$ cat src/rtl/core_pkg.sv
// Shared definitions for the RV32I core pipeline: datapath width, reset/bubble
// constants and the fetch redirect FSM encoding.
package core_pkg;

    localparam int          XLEN      = 32;
    localparam logic [31:0] RESET_PC  = 32'h0000_0000;
    localparam logic [31:0] NOP_INSTR = 32'h0000_0013;

    typedef enum logic {
        RUN  = 1'b0,
        HOLD = 1'b1
    } fetch_state_t;

endpackage

$ cat src/rtl/fd_reg.sv
// Fetch-to-decode pipeline register with rst > flush > stall > load priority,
// plus a running count of real instructions handed to decode.
module fd_reg #(
    parameter int              XLEN      = core_pkg::XLEN,
    parameter logic [31:0]     NOP_INSTR = core_pkg::NOP_INSTR
) (
    input  logic            clk,
    input  logic            rst,
    input  logic            flush,
    input  logic            stall,
    input  logic            bubble,
    input  logic [31:0]     instr_in,
    input  logic [XLEN-1:0] pc_in,
    output logic [31:0]     instr_d,
    output logic [XLEN-1:0] pc_d,
    output logic [XLEN-1:0] pc_plus4_d,
    output logic            valid_d,
    output logic [31:0]     fetch_count
);

    // A bubble request only replaces a load; a stall still freezes the register.
    always_ff @(posedge clk) begin
        if (rst) begin
            instr_d     <= NOP_INSTR;
            pc_d        <= '0;
            pc_plus4_d  <= '0;
            valid_d     <= 1'b0;
            fetch_count <= '0;
        end else if (flush || (!stall && bubble)) begin
            instr_d    <= NOP_INSTR;
            pc_d       <= '0;
            pc_plus4_d <= '0;
            valid_d    <= 1'b0;
        end else if (!stall) begin
            instr_d     <= instr_in;
            pc_d        <= pc_in;
            pc_plus4_d  <= pc_in + XLEN'(4);
            valid_d     <= 1'b1;
            fetch_count <= fetch_count + 32'd1;
        end
    end

endmodule

$ cat src/rtl/pipe_fetch.sv
// Fetch stage: PC register with a RUN/HOLD redirect FSM that parks a redirect
// arriving during a fetch stall, feeding the F/D pipeline register.
module pipe_fetch #(
    parameter int              XLEN      = core_pkg::XLEN,
    parameter logic [XLEN-1:0] RESET_PC  = core_pkg::RESET_PC,
    parameter logic [31:0]     NOP_INSTR = core_pkg::NOP_INSTR
) (
    input  logic            clk,
    input  logic            rst,
    input  logic            stall_f,
    input  logic            stall_d,
    input  logic            flush_d,
    input  logic            pc_src_e,
    input  logic [XLEN-1:0] pc_target_e,
    input  logic [31:0]     instr_f,
    output logic [XLEN-1:0] pc_f,
    output logic [31:0]     instr_d,
    output logic [XLEN-1:0] pc_d,
    output logic [XLEN-1:0] pc_plus4_d,
    output logic            valid_d,
    output logic            redirect_pending,
    output logic [31:0]     fetch_count
);
    import core_pkg::*;

    fetch_state_t    state;
    logic [XLEN-1:0] pend_tgt;
    logic [XLEN-1:0] tgt_aligned;

    assign tgt_aligned = pc_target_e & ~XLEN'(3);

    // In HOLD the newest redirect overwrites the parked one; on release a
    // same-cycle redirect is applied directly instead of the parked target.
    always_ff @(posedge clk) begin
        if (rst) begin
            state            <= RUN;
            pc_f             <= RESET_PC;
            pend_tgt         <= '0;
            redirect_pending <= 1'b0;
        end else begin
            case (state)
                RUN: begin
                    if (pc_src_e && !stall_f) begin
                        pc_f <= tgt_aligned;
                    end else if (pc_src_e) begin
                        pend_tgt         <= tgt_aligned;
                        state            <= HOLD;
                        redirect_pending <= 1'b1;
                    end else if (!stall_f) begin
                        pc_f <= pc_f + XLEN'(4);
                    end
                end
                HOLD: begin
                    if (pc_src_e) begin
                        pend_tgt <= tgt_aligned;
                    end
                    if (!stall_f) begin
                        pc_f             <= pc_src_e ? tgt_aligned : pend_tgt;
                        state            <= RUN;
                        redirect_pending <= 1'b0;
                    end
                end
            endcase
        end
    end

    fd_reg #(
        .XLEN      (XLEN),
        .NOP_INSTR (NOP_INSTR)
    ) u_fd_reg (
        .clk         (clk),
        .rst         (rst),
        .flush       (flush_d),
        .stall       (stall_d),
        .bubble      (state == HOLD),
        .instr_in    (instr_f),
        .pc_in       (pc_f),
        .instr_d     (instr_d),
        .pc_d        (pc_d),
        .pc_plus4_d  (pc_plus4_d),
        .valid_d     (valid_d),
        .fetch_count (fetch_count)
    );

endmodule

$ cat config.mk
export PLATFORM = sky130hd
export DESIGN_NAME = pipe_fetch
export DESIGN_NICKNAME = d
export VERILOG_FILES = /design/src/rtl/core_pkg.sv /design/src/rtl/fd_reg.sv /design/src/rtl/pipe_fetch.sv
export SDC_FILE = /design/constraint.sdc
export NUM_CORES = 1
export LEC_CHECK = 0
export CAP_MARGIN = 5
export CORE_ASPECT_RATIO = 1.2
export CORE_MARGIN = 2
export CORE_UTILIZATION = 49
export CTS_BUF_LIST = sky130_fd_sc_hd__clkbuf_8 sky130_fd_sc_hd__clkbuf_16
export DETAILED_ROUTE_END_ITERATION = 8
export MAX_ROUTING_LAYER = met4
export PLACE_DENSITY = 0.81
export SYNTH_ARGS = -nofsm -noshare
export SYNTH_HDL_FRONTEND = slang
export SYNTH_HIERARCHICAL = 1
export SYNTH_SLANG_ARGS = --single-unit
$ cat constraint.sdc
create_clock -name clk -period 2.53 [get_ports clk]
set_input_delay 0.253 -clock clk [delete_from_list [all_inputs] [get_ports clk]]
set_output_delay 0.253 -clock clk [all_outputs]
set_load 0.02 [all_outputs]
# --- Yosys cells after proc, flatten, opt, wreduce, memory -nomap -nowiden ---
# Cells that the tools add are included.
# W data, S select, Z words.
totals:
  register_bits: 195
  input_bits: 70
  out_inout_bits: 162
  wordCells: 44
classes:
  addsub: 2
  n_eq_ne: 5
  n_mux: 16
  bitwise: 3
  n_reduce_logical: 9
ops:
  columns: ["operator", "count"]
  rows:
  - ["$mux W32", 6]
  - ["$pmux W32 S2", 2]
  - ["$add A32 B1 Y32 const B", 1]
  - ["$add A32 B3 Y32 const B", 1]
  - ["$mux W1", 6]
  - ["$ne A2 B2 Y1 const B", 3]
  - ["$ne A3 B3 Y1 const B", 2]
  - ["$reduce_and A3 Y1", 2]
  - ["$pmux W1 S2", 2]
  - ["$not A1 Y1", 3]
  - ["$logic_and A1 B1 Y1", 2]
  - ["$logic_not A1 Y1", 2]
  - ["$reduce_and A2 Y1", 1]
  - ["$reduce_or A2 Y1", 1]
  - ["$logic_or A1 B1 Y1", 1]

# --- Depth between registers and ports, before layout ---
logic_depth:
  word_depth: 5
  depth_mapped: 7
  ltp_nobuf: 6

# --- Modules after synthesis ---
# Netlist, hierarchy kept.
modules_own_cells:
  columns: ["module", "instances", "cells_each", "area_each_um2", "seq_area_each_um2"]
  rows:
  - ["fd_reg", 1, 568, 5262.5, 2542.4]
  - ["pipe_fetch", 1, 479, 3542.1, 1321.3]

# --- Least setup slack after synthesis ---
# No wires, ideal clock.
synth_timing:
  path_type: "register to register"
  startpoint: "reg pc_f[4]"
  endpoint: "reg pc_f[23]"
  setup_ns: 0.068
  arrival_time_ns: 2.145
  t_required_ns: 2.462
  setup_slack_ns: 0.317
  path_stages_with_launch: 7
  path_buffers: 1
  synth_period_minus_slack_ns: 2.213
  path_cell_list: "dfxtp_1 nand4_2 or3_1 clkbuf_2 or4_1 a311o_1 o21ai_2"
synth_between:
  elab_chain_cells: 5
synth_lines:
  columns: ["item", "line", "text"]
  rows:
  - ["start: declaration", "pipe_fetch.sv:16", "output logic [XLEN-1:0] pc_f,"]
  - ["start signal: assignment", "pipe_fetch.sv:44", "pc_f <= tgt_aligned;"]
  - ["start signal: assignment", "pipe_fetch.sv:50", "pc_f <= pc_f + XLEN'(4);"]
  - ["start signal: assignment", "pipe_fetch.sv:58", "pc_f <= pc_src_e ? tgt_aligned : pend_tgt;"]
  - ["$add A32 B3 Y32", "pipe_fetch.sv:50", null]
  - ["$mux W32", "pipe_fetch.sv:49", "end else if (!stall_f) begin"]
  - ["$mux W32", "pipe_fetch.sv:45", "end else if (pc_src_e) begin"]
  - ["$mux W32", "pipe_fetch.sv:43", "if (pc_src_e && !stall_f) begin"]
  - ["$pmux W32 S2", "pipe_fetch.sv:41", "case (state)"]
# Every way passes these cells. The select of a mux whose other input is x is not followed.
# A chain may end at the register's enable or synchronous reset.

# --- Worst setup path after layout ---
layout_timing:
  startpoint: "reg pc_f[6]"
  endpoint: "reg pc_f[23]"
# The elaborated chain is that of the path after synthesis.

==> impl_metrics.csv <==
group,metric,value,unit
grt,track_usage,0.274,
clock_tree,clk_path_buf_depth,2,
floorplan,die-area,19100,um2
clock_tree,cts_sinks,193,
placement,place_congestion,0.903,
job,maxCapViolations,0,
clock_tree,post_cts_hold_buffer_count,0,
setup_path,path_class,"register to register",
detailed_routing,vias,8566,
clock_tree,cts_buffers,17,
hold_path,hold_path_class,"primary input to register",
synth,synth_top_cell_by_area,"dfxtp_1",
setup_path,critical_path_arrival,2.56,ns
clock_tree,clkLatencyLatePin,0.43,ns
synth,synth_area_leaders,"dfxtp_1, mux2i_1, nor2_1",
synth,yosys.area.top_type_share,0.439,
setup_path,crit_slowest_cell,"or3_1",
synth,synth_seq_cells,193,
final_layout,final_common_cell,"clkdlybuf4s50_1",
timing,relSlewSlack,0.534,
synth,ys_seq_area_frac,0.439,
final_layout,instances_no_fill,1515,
setup_path,cp-start-kind,"register",
timing,fin_crit_sh,0.871,
grt,grt_pass1_vias,7882,
power,p_per_area,581,nW/um2
final_layout,synthToLayoutAreaGrowth,38.5,%
clock_tree,post_cts.repair.setup_buffers,0,
final_layout,nNetsFinal,1356,
final_layout,diodes,0,
placement,hpwl,18.7,mm
clock_tree,cts-root-buf,"clkbuf_16",
timing,finalSetupTns,0,ns
clock_tree,clkTransAtPathRegs,0.07,ns
synth,synth-edff-count,0,
setup_path,cp.required,2.89,ns
synth,ys_types,65,
timing,fmax,454,MHz
detailed_routing,remaining_drc_errors,0,
detailed_routing,dr.pass1.iters,5,
placement,portBuffers,229,
synth,ys_async_sr_fraction,0,
floorplan,initial_core_util,0.501,
detailed_routing,initialDrtViolationCount,684,
setup_path,crit_fanout,9,
timing,skew,0.0101,ns
synth,synth_cells,1047,
synth,avgSynthCellArea,8.41,um2
setup_path,critical_path.top_delay_family,"simple AND/OR/NAND/NOR gates",
setup_path,crit_buf_inv,0,
placement,dp.cells,1484,
timing,rsz0062_at_grt,"false",
placement,dp_slack,0.327,ns
synth,syn_area,8800,um2
grt,antenna_found_initial,0,
detailed_routing,drtAntennaViolNets,0,
timing,finalHoldViolCount,0,
final_layout,layout_common_cells,"clkdlybuf4s50_1, dfxtp_1, nor2_1",
synth,syn_nets,1120,
timing,tightest_slew,0.699,ns
detailed_routing,wirelength,26.3,mm
setup_path,slowest_delay,0.53,ns
detailed_routing,wl_per_cell,17.4,um
run_status,status,"completed",
timing,finalMaxSlewViolations,0,
power,peakVddDrop,401,uV
grt,grt_pass1_wl,40.9,mm
timing,min_period,2.20,ns
timing,finalSetupViolCount,0,
setup_path,cp-end-kind,"register",
setup_path,crit_path_cell_trace,"nand3_2 -> or3_1 -> or4_1 -> a311o_1 -> o21ai_2",
synth,ys.flop_type,"dfxtp_1",
clock_tree,tritoncts,"done",
floorplan,ios,232,
floorplan,core_area,17600,um2
timing,fin_ws,0.325,ns
power,leakagePower,4.56,nW
grt,overflow,0,
floorplan,die_y,151,um
floorplan,fp.dieW,126,um
synth,ys_warn_count,6,
grt,grt_max_degree,74,
detailed_routing,routed_via_density,5.65,
floorplan,num_rows,53,
final_layout,drive_above_1_share,0.0880,
clock_tree,cts_resized,0,
clock_tree,h-tree-depth,4,
## routing by layer
metal,up-vias,part of all wire,GRT usage
met2,347,0.50,0.457
met1,4016,0.41,0.336
met4,0,0.025,0.0995
met5,-,0,-
li1,4161,-,-
met3,42,0.063,0.0449
## power breakdown
part	internal [mW]	switching, mW
clock network	1.68	1.17
logic	0.459	0.557
registers	3.14	0.0813
## flip-flops by register name, indices dropped and copies added, names as in the netlist
signal                cells
pend_tgt                 32
pc_f                     32
redirect_pending          1
u_fd_reg/pc_plus4_d      30
u_fd_reg/fetch_count     32
u_fd_reg/valid_d          1
u_fd_reg/pc_d            32
u_fd_reg/instr_d         32
state                     1
## synthesized netlist by cell type, drive strengths merged (4+ instances only)
cell / count
dfxtp: 193
nor2: 143
o2bb2ai: 6
o221a: 5
or2: 5
o211ai: 6
or4: 4
and4: 13
nand4: 35
nor3: 14
a21oi: 100
or3: 6
mux2i: 73
nand2: 114
a22oi: 4
nor2b: 5
o21a: 5
buf: 13
xor2: 40
clkbuf: 57
nor4: 11
a31oi: 5
o21ai: 42
xnor2: 20
and3: 14
nand3: 34
and2: 5
a211oi: 7
a221oi: 6
inv: 20
## per-stage QoR
step / hold WS (ns) / util / power (mW) / cell area (um2)
floorplan: 0.378 / - / 3.81 / 8800
global placement: 0.437 / 0.658 / 4.27 / 11600
detailed placement: 0.442 / 0.658 / 4.29 / 11600
CTS: 0.176 / 0.694 / 7.11 / 12200
global route: 0.175 / 0.694 / 7.33 / 12200
finish: 0.186 / 0.694 / 7.08 / 12200
## logic make-up (layout without fill, tap and decap cells)
logic type                 Yosys count  count (layout)  share of synthesized area
and+or+nand+nor                    410             410                      0.220
AOI/OAI and AO/OA                  214             214                      0.149
DFF                                193             193                      0.439
buffers and inverters               92             340                     0.0414
muxes                               75              75                     0.0860
xor gates and xnor gates            60              60                     0.0597
adders and majority gates            3               3                    0.00426
## final cells by class
cell class	instances	area (um2)
tap	220	275
clock inverter	13	185
clock buffer	18	439
sequential	193	3860
fill	1409	5380
timing repair buffer	287	2760
inverter	22	82.6
multi-input combinational	762	4590
## worst paths after layout
check	to	cells after the start	from	slack, ns
hold reg to reg	pend_tgt[7]	2	pend_tgt[7]	0.45
setup / recovery	pc_f[23]	5	pc_f[6]	0.33
setup reg to reg	pc_f[23]	5	pc_f[6]	0.33
hold / removal	u_fd_reg/instr_d[1]	3	stall_d	0.19
## worst reg2reg max path, stage by stage (launching register included)
cell     delay [ns]
dfxtp_1        0.51
nand3_2        0.18
or3_1          0.53
or4_1          0.51
a311o_1        0.35
o21ai_2        0.06
(Power assumes the default switching activity.)
